File: config.mk
export PLATFORM = sky130hd
export DESIGN_NAME = capture_sequencer
export DESIGN_NICKNAME = d
export VERILOG_FILES = /design/src/rtl/logicap_pkg.sv /design/src/rtl/trig_stage_match.sv /design/src/rtl/capture_sequencer.sv
export SDC_FILE = /design/constraint.sdc
export NUM_CORES = 2
export LEC_CHECK = 0
export ABC_AREA = 1
export CAP_MARGIN = 10
export CELL_PAD_IN_SITES_DETAIL_PLACEMENT = 1
export CELL_PAD_IN_SITES_GLOBAL_PLACEMENT = 1
export CORE_MARGIN = 2
export CORE_UTILIZATION = 32
export CTS_CLUSTER_DIAMETER = 30
export DETAILED_ROUTE_END_ITERATION = 8
export PLACE_DENSITY = 0.76
export SLEW_MARGIN = 20
export SYNTH_ARGS = -nofsm -noshare
export SYNTH_HDL_FRONTEND = slang
export SYNTH_SLANG_ARGS = --single-unit
export TNS_END_PERCENT = 100
File: constraint.sdc
create_clock -name clk -period 2.5 [get_ports clk]
set_input_delay 0.25 -clock clk [delete_from_list [all_inputs] [get_ports clk]]
set_output_delay 0.25 -clock clk [all_outputs]
set_load 0.05 [all_outputs]
File: src/rtl/logicap_pkg.sv
// Shared types and constants for the logic analyser capture path.
package logicap_pkg;

   typedef enum logic [1:0] {StIdle, StWait, StPost, StDone} capseq_state_t;

   localparam logic TRIG_LEVEL = 1'b0;
   localparam logic TRIG_EDGE  = 1'b1;

   localparam int unsigned STAGES_DEFAULT = 8;

endpackage

File: src/rtl/trig_stage_match.sv
// Combinational matcher for one trigger stage: AND over all masked bits of
// a level or rising-to-level edge condition.
module trig_stage_match
   import logicap_pkg::*;
#(
   parameter int unsigned size = 32
) (
   input  logic [size-1:0] mask,
   input  logic [size-1:0] trig_type,
   input  logic [size-1:0] level,
   input  logic [size-1:0] sample,
   input  logic [size-1:0] prev,
   output logic            match
);

   logic [size-1:0] bit_ok;

   always_comb begin
      bit_ok = '0;
      for (int i = 0; i < size; i++) begin
         bit_ok[i] = !mask[i] ||
                     ((sample[i] == level[i]) &&
                      ((trig_type[i] == TRIG_LEVEL) || (prev[i] != level[i])));
      end
   end

   assign match = &bit_ok;

endmodule

File: src/rtl/capture_sequencer.sv
// Multi-stage trigger sequencer gating trigger + post-trigger samples to the FIFO.
// Optional sample-count timeout in WAIT when CAPSEQ_TIMEOUT_EN is defined.
module capture_sequencer
   import logicap_pkg::*;
#(
   parameter int unsigned size    = 32,
   parameter int unsigned stages  = STAGES_DEFAULT,
   parameter int unsigned saddr_w = 24
) (
   input  logic                      clk,
   input  logic                      reset,
   input  logic                      arm,
   input  logic                      abort,
   input  logic [$clog2(stages)-1:0] last_stage,
   input  logic [stages*size-1:0]    trig_mask,
   input  logic [stages*size-1:0]    trig_type,
   input  logic [stages*size-1:0]    trig_level,
   input  logic [saddr_w-1:0]        post_trigger_count,
   input  logic [size-1:0]           s_tdata,
   input  logic                      s_tvalid,
   output logic                      s_tready,
   output logic [size-1:0]           m_tdata,
   output logic                      m_tvalid,
   output logic                      m_tlast,
   input  logic                      m_tready,
   output logic                      armed,
   output logic                      triggered,
   output logic                      done,
   output logic                      overrun,
`ifdef CAPSEQ_TIMEOUT_EN
   input  logic [saddr_w-1:0]        timeout,
   output logic                      timed_out,
`endif
   output logic [$clog2(stages)-1:0] stage
);

   localparam int unsigned sw = $clog2(stages);

   capseq_state_t state;

   logic [sw-1:0]           last_stage_q;
   logic [stages*size-1:0]  mask_q, type_q, level_q;
   logic [saddr_w-1:0]      post_q, cnt_q, cnt_inc;
`ifdef CAPSEQ_TIMEOUT_EN
   logic [saddr_w-1:0]      timeout_q;
`endif
   logic [size-1:0]         prev_q, prev_eff;
   logic                    prev_valid_q;
   logic [size-1:0]         sel_mask, sel_type, sel_level;
   logic                    accept, match, final_hit, fwd, trig_last, post_last;

   assign s_tready  = 1'b1;
   assign accept    = s_tvalid;
   assign sel_mask  = mask_q[stage*size +: size];
   assign sel_type  = type_q[stage*size +: size];
   assign sel_level = level_q[stage*size +: size];
   // Before any sample has been seen, pretend the previous one was the inverse level.
   assign prev_eff  = prev_valid_q ? prev_q : ~sel_level;
   assign cnt_inc   = cnt_q + saddr_w'(1);

   trig_stage_match #(
      .size(size)
   ) u_match (
      .mask     (sel_mask),
      .trig_type(sel_type),
      .level    (sel_level),
      .sample   (s_tdata),
      .prev     (prev_eff),
      .match    (match)
   );

   assign final_hit = (state == StWait) && accept && match && (stage >= last_stage_q) && !abort;
   assign trig_last = (post_q == '0);
   assign post_last = (cnt_inc == post_q);
   assign fwd       = accept && !abort && ((state == StPost) || final_hit);

   assign m_tvalid = fwd;
   assign m_tdata  = fwd ? s_tdata : '0;
   assign m_tlast  = fwd && ((state == StPost) ? post_last : trig_last);

   always_ff @(posedge clk) begin
      if (reset) begin
         state        <= StIdle;
         stage        <= '0;
         armed        <= 1'b0;
         triggered    <= 1'b0;
         done         <= 1'b0;
         overrun      <= 1'b0;
         cnt_q        <= '0;
         prev_q       <= '0;
         prev_valid_q <= 1'b0;
         last_stage_q <= '0;
         mask_q       <= '0;
         type_q       <= '0;
         level_q      <= '0;
         post_q       <= '0;
`ifdef CAPSEQ_TIMEOUT_EN
         timeout_q    <= '0;
         timed_out    <= 1'b0;
`endif
      end else begin
         if (accept) begin
            prev_q       <= s_tdata;
            prev_valid_q <= 1'b1;
         end
         if (fwd && !m_tready) overrun <= 1'b1;

         if (abort) begin
            state <= StIdle;
            armed <= 1'b0;
            done  <= 1'b0;
         end else begin
            unique case (state)
               StIdle, StDone: begin
                  if (arm) begin
                     last_stage_q <= last_stage;
                     mask_q       <= trig_mask;
                     type_q       <= trig_type;
                     level_q      <= trig_level;
                     post_q       <= post_trigger_count;
`ifdef CAPSEQ_TIMEOUT_EN
                     timeout_q    <= timeout;
                     timed_out    <= 1'b0;
`endif
                     triggered    <= 1'b0;
                     done         <= 1'b0;
                     overrun      <= 1'b0;
                     stage        <= '0;
                     cnt_q        <= '0;
                     armed        <= 1'b1;
                     state        <= StWait;
                  end
               end
               StWait: begin
                  if (final_hit) begin
                     triggered <= 1'b1;
                     cnt_q     <= '0;
                     if (trig_last) begin
                        state <= StDone;
                        armed <= 1'b0;
                        done  <= 1'b1;
                     end else begin
                        state <= StPost;
                     end
                  end else if (accept) begin
                     if (match) stage <= stage + sw'(1);
`ifdef CAPSEQ_TIMEOUT_EN
                     if ((timeout_q != '0) && (cnt_inc == timeout_q)) begin
                        state     <= StDone;
                        armed     <= 1'b0;
                        done      <= 1'b1;
                        timed_out <= 1'b1;
                     end else begin
                        cnt_q <= cnt_inc;
                     end
`endif
                  end
               end
               StPost: begin
                  if (accept) begin
                     cnt_q <= cnt_inc;
                     if (post_last) begin
                        state <= StDone;
                        armed <= 1'b0;
                        done  <= 1'b1;
                     end
                  end
               end
               default: state <= StIdle;
            endcase
         end
      end
   end

endmodule

# [Word-level counts from Yosys, hierarchy flattened]
# Cells that the tools add are included.
[totals] register_bits=861 input_bits=833 out_inout_bits=42 wordCells=317
[op_classes] add_sub_neg=2 magnitude_cmp=1 eq_ne=76 shift=3 muxes=36 bitwise_logic=34 reduce_logical=151
[op_table] operator="256-bit by 9-bit indexed part select with 32-bit output" n=3
[op_table] operator="24-bit two-way mux" n=3
[op_table] operator="24-bit one-hot mux with 3 select lines" n=1
[op_table] operator="1-bit logical OR" n=65
[op_table] operator="32-bit two-way mux" n=2
[op_table] operator="1-bit logical AND" n=40
[op_table] operator="1-bit logical NOT" n=34
[op_table] operator="1-bit inverter" n=33
[op_table] operator="1-bit equality test" n=32
[op_table] operator="1-bit inequality test" n=32
[op_table] operator="32-bit inverter" n=1
[op_table] operator="32-bit AND reduction" n=1
[op_table] operator="24-bit by 1-bit adder with 24-bit output (second input constant)" n=1
[op_table] operator="24-bit equality test" n=1
[op_table] operator="24-bit logical NOT" n=1
[op_table] operator="1-bit two-way mux" n=17
[op_table] operator="2-bit inequality test (second input constant)" n=8
[op_table] operator="3-bit two-way mux" n=4
[op_table] operator="4-bit AND reduction" n=3
[op_table] operator="2-bit two-way mux" n=4
[op_table] operator="1-bit one-hot mux with 3 select lines" n=2
[op_table] operator="2-bit one-hot mux with 3 select lines" n=1
[op_table] operator="3-bit one-hot mux with 2 select lines" n=1
[op_table] operator="6-bit AND reduction" n=1
[op_table] operator="10 further kinds" n=12

# [Depth between registers and ports, before layout]
[logic_depth] depth_word=18 depth_mapped=23

# [Cells and area by module]
# A second synthesis with hierarchy kept.
[unflattened] cells_unflattened=5788 hier_area_um2=38465.6
[modules_own_cells] mod="capture_sequencer" n_inst=1 cells_each=5538 area_per_inst_um2=37428.4 seq_area_each_um2=17236.5
[modules_own_cells] mod="trig_stage_match" n_inst=1 cells_each=250 area_per_inst_um2=1037.2 seq_area_each_um2=0.0

# [Worst setup path before layout]
# OpenSTA, ideal clock, no wires.
[synth_path] path_type="register to output" start="reg stage[1]" end="out m_tdata[10]" arrival_time_ns=3.481 t_required_ns=2.250 setup_slack_ns=-1.231 stages_incl_launch_ff=19 path_cell_list="dfxtp_1 > buf_2 > inv_2 > buf_4 > buf_2 > o211ai_1 > nand3_1 > a21oi_1 > nand2_1 > nand3_1 > nand2_1 > nor2_1 > nand2_1 > nor2_1 > nand3_1 > nand2_1 > inv_2 > buf_2 > nor2_1"
[synth_between] elab_chain_cells=14
[synth_lines] item="from (decl)" line_no="capture_sequencer.sv:34" text="output logic [$clog2(stages)-1:0] stage"
[synth_lines] item="from (signal assigned)" line_no="capture_sequencer.sv:146" text="if (match) stage <= stage + sw'(1);"
[synth_lines] item="256-bit by 9-bit indexed part select with 32-bit output" line_no="capture_sequencer.sv:56" text="assign sel_level = level_q[stage*size +: size];"
[synth_lines] item="32-bit inverter" line_no="capture_sequencer.sv:58" text="assign prev_eff = prev_valid_q ? prev_q : ~sel_level;"
[synth_lines] item="32-bit two-way mux" line_no="capture_sequencer.sv:58"
[synth_lines] item="1-bit inequality test" line_no="trig_stage_match.sv:23" text="((trig_type[i] == TRIG_LEVEL) || (prev[i] != level[i])));"
[synth_lines] item="1-bit logical OR" line_no="trig_stage_match.sv:23"
[synth_lines] item="1-bit logical AND" line_no="trig_stage_match.sv:22" text="((sample[i] == level[i]) &&"
[synth_lines] item="1-bit logical OR" line_no="trig_stage_match.sv:21" text="bit_ok[i] = !mask[i] ||"
[synth_lines] item="32-bit AND reduction" line_no="trig_stage_match.sv:27" text="assign match = &bit_ok;"
[synth_lines] item="1-bit logical AND" line_no="capture_sequencer.sv:72" text="assign final_hit = (state == StWait) && accept && match && (stage >= last_stage_q) && !abort;"
[synth_lines] item="1-bit logical AND (*) (2 in a row)" line_no="capture_sequencer.sv:72"
[synth_lines] item="1-bit logical OR (*)" line_no="capture_sequencer.sv:75" text="assign fwd = accept && !abort && ((state == StPost) || final_hit);"
[synth_lines] item="1-bit logical AND (*)" line_no="capture_sequencer.sv:75"
[synth_lines] item="named net m_tvalid" line_no="capture_sequencer.sv:23" text="output logic m_tvalid,"
[synth_lines] item="32-bit two-way mux (*)" line_no="capture_sequencer.sv:78" text="assign m_tdata = fwd ? s_tdata : '0;"
[synth_lines] item="to (decl)" line_no="capture_sequencer.sv:22" text="output logic [size-1:0] m_tdata,"
# The timed path passes the listed nets; every way through them passes the cells marked *.

# [Worst setup path after layout]
[layout_path] start="reg stage[0]" end="out m_tdata[16]"
[layout_between] elab_chain_cells=14
[layout_lines] item="256-bit by 9-bit indexed part select with 32-bit output" line_no="capture_sequencer.sv:56"
[layout_lines] item="32-bit inverter" line_no="capture_sequencer.sv:58"
[layout_lines] item="32-bit two-way mux" line_no="capture_sequencer.sv:58"
[layout_lines] item="1-bit inequality test" line_no="trig_stage_match.sv:23"
[layout_lines] item="1-bit logical OR" line_no="trig_stage_match.sv:23"
[layout_lines] item="1-bit logical AND" line_no="trig_stage_match.sv:22"
[layout_lines] item="1-bit logical OR" line_no="trig_stage_match.sv:21"
[layout_lines] item="32-bit AND reduction" line_no="trig_stage_match.sv:27"
[layout_lines] item="1-bit logical AND" line_no="capture_sequencer.sv:72"
[layout_lines] item="1-bit logical AND (*) (2 in a row)" line_no="capture_sequencer.sv:72"
[layout_lines] item="1-bit logical OR (*)" line_no="capture_sequencer.sv:75"
[layout_lines] item="1-bit logical AND (*)" line_no="capture_sequencer.sv:75"
[layout_lines] item="32-bit two-way mux (*)" line_no="capture_sequencer.sv:78"
# Mark *: on every way between the ends. The rest lies on a longest branch, timed or not.

==> impl_metrics.json <==
{
  "clkSinkCount": 861,
  "final_cell_area_sq_mm": 0.0626,
  "p_sw_mw": 14.7,
  "pwr-share-comb_pct": 16.2,
  "pin_count": 875,
  "timing.rr.start": "stage[0]",
  "wl_per_cell_microns": 23.9,
  "synth_area_leaders": "dfxtp_1 44%, nor2_1 15%, o21ai_0 13%",
  "antenna_found_initial": 53,
  "netlist_area_sq_mm": 0.0393,
  "crit_type": "register to output pin",
  "yosysSeqAreaShare_pct": 43.9,
  "max_slew_margin_pct": 55.6,
  "die_w_microns": 354,
  "root_buffer": "clkbuf_16",
  "fin_total_pwr_mw": 52.5,
  "hold_path_class": "primary input to register",
  "critPathCaptureType": "output pin",
  "h-tree-depth": 4,
  "clkTransAtPathRegs_ns": 0.05,
  "nets": 7974,
  "routed_wirelength_mm": 215,
  "die-area_sq_mm": 0.126,
  "worst_hold_slack_ns": 0.0478,
  "vias_per_cell": 5.24,
  "port-buffer-count": 873,
  "grt_pass1_vias": 49000,
  "synth_cell_types": 30,
  "p_leak_nw": 26.8,
  "fin_crit_ns": 4.21,
  "numCtsBuffers": 216,
  "clk_latency_ns": 0.80,
  "critPathMaxFanout": 12,
  "synth_nets": 6778,
  "cts_tree": "yes",
  "first_pass_iters": 5,
  "grt_max_degree": 114,
  "maxCapViolCount": 0,
  "grt_pass1_wl_mm": 311,
  "p_seq_share_pct": 29.4,
  "clkPwrFrac_pct": 54.4,
  "whs_path_depth": 3,
  "antenna_left": 0,
  "clock.fmax_mhz": 237,
  "r2r-end": "cnt_q[22]",
  "rows": 128,
  "rsz0062_at_grt": "true",
  "hold_path.startpoint": "trig_type[140]",
  "slew_viol_final": 0,
  "ir_drop_mv": 0.641,
  "status": "complete, but fails checks",
  "grt_use_total_pct": 32.9,
  "vias": 47000,
  "final_common_cell": "nor2_1",
  "final_cell_mix": "1,567 x nor2_1, 990 x o21ai_0, 857 x dfxtp_1",
  "drc": 0,
  "rrSetupSlack_ns": -0.95,
  "core_sq_mm": 0.122,
  "cp.arrival_ns": 3.96,
  "hold_end": "type_q[140]",
  "drive_gt1_share_pct": 15.1,
  "syn2layout_area_growth_pct": 59.2,
  "postPlaceCellArea_sq_mm": 0.0540,
  "hold_viol_final": 0,
  "postSynthCellCount": 5938,
  "grt-ovfl-total": 0,
  "yosysTopAreaCellShare_pct": 43.9,
  "syn_avg_cell_area_sq_um": 6.62,
  "cp.required_ns": 2.25,
  "reg2reg_depth": 23,
  "gp_congestion": 0.947,
  "p_int_mw": 37.9,
  "setup_viol": 67,
  "yosysWarnings": 0,
  "yosysTopAreaCell": "dfxtp_1",
  "fin_skew_ns": 0.0427,
  "start_kind": "register",
  "start_util_pct": 32.2,
  "power.share.switching_pct": 27.9,
  "cts_buffer_depth": 3,
  "die_y_microns": 354,
  "ys_ff_latch": 861,
  "fin_crit_sh_pct": 168,
  "fin_ws_ns": -1.71,
  "worst_slew_pin_slew_ns": 0.667,
  "drt_iter0_drc": 3992,
  "p_per_area_mw_per_mm2": 840,
  "hpwl_mm": 158,
  "violations": "setup timing",
  "fin_util_pct": 51.3
}
power groups by stage:
stage	Clock, mW	Combinational (mW)	Sequential (mW)
floorplan	0	3.63	15.4
finish	28.6	8.49	15.4
detailed placement	0	7.95	15.6
global route	29.6	9.16	15.5
CTS	28.8	8.34	15.4
global placement	0	7.81	15.6
cell usage after synthesis (all sizes together):
cell type / n
a21oi: 340
and3: 1
buf: 110
clkbuf: 335
clkinv: 3
conb: 1
dfxtp: 861
ha: 7
inv: 391
nand2: 731
nand3: 241
nand3b: 1
nand4: 93
nor2: 1622
nor3: 10
nor4: 7
o211ai: 18
o21ai: 1071
o22ai: 64
or2: 2
xnor2: 4
xor2: 25
stage by stage:
stage,instances,TNS (ns),worst slack [ns]
floorplan,5938,-7.82,-0.254
global route,8966,-90.03,-1.85
finish,8976,-81.78,-1.71
CTS,8948,-77.27,-1.67
global placement,8520,-70.92,-1.18
detailed placement,8520,-73.80,-1.22
how the worst max path moves through the flow:
stage	from	endpoint	slack, ns	cells after the start
2_1_floorplan	stage[0]	m_tdata[10]	-0.25	20
3_3_place_gp	stage[0]	m_tdata[14]	-1.18	21
3_5_place_dp	stage[0]	m_tdata[14]	-1.22	21
4_1_cts	stage[0]	m_tdata[14]	-1.67	17
5_1_grt	stage[0]	m_tdata[14]	-1.85	20
6_report	stage[0]	m_tdata[16]	-1.71	21
worst max-delay path: stages, from the launching register on:
cell and delay, ns:
dfxtp_4 0.42, buf_12 0.16, inv_16 0.08, buf_16 0.17, buf_4 0.15, o21ai_1 0.18
nand2_1 0.12, nand2_2 0.09, nand2_1 0.06, nor2_2 0.12, nand2_1 0.07, nand3_1 0.08
nand2_1 0.10, nor2_4 0.18, nand2_2 0.09, nor2_4 0.21, nand3_4 0.13, nand2_8 0.14
buf_12 0.12, inv_12 0.05, nor2_4 0.22, buf_12 0.18
metal layers:
| layer | track usage [%] | share of wire (%) |
|---|---|---|
| met1 | 39.5 | 40 |
| met2 | 54.3 | 47 |
| met3 | 7.33 | 7.3 |
| met4 | 18.5 | 5.6 |
| met5 | 0 | 0.12 |
cell families after synthesis:
group,count (synthesis),synth area share [%]
simple gates,2708,27.4
buf+inv,839,8.55
fa+ha+maj,7,0.223
flops,861,43.9
xor+xnor,29,0.646
other cells,1,0.00954
compound gates,1493,19.3
what timing repair did:
| action | CTS | global route |
|---|---|---|
| buffers inserted | 8 | 0 |
| resized for setup | 120 | 47 |
| hold endpoints to repair | 1 | 0 |
| pin swaps | 35 | 15 |
| cloned | 13 | 2 |
| setup endpoints to repair | 79 | 289 |
| hold buffers | 1 | 0 |
sequential cells by signal, summed over array words and instances (netlist names):
register / flops
type_q: 256
level_q: 256
stage: 3
cnt_q: 24
armed: 1
prev_q: 32
post_q: 24
mask_q: 256
prev_valid_q: 1
overrun: 1
last_stage_q: 3
state: 2
done: 1
triggered: 1
layout make-up:
class | instances | area [sq um]
diodes | 26 | 65.1
inverters | 394 | 1540
repair inverters | 2 | 25.0
repair buffers | 1421 | 14800
fillers | 14800 | 59300
multi-input cells | 4238 | 19300
clock inverters | 122 | 1440
flip-flops and latches | 861 | 17200
well taps | 1625 | 2030
clock buffers | 287 | 6120
Note: power is estimated with default switching activity, not from simulation.
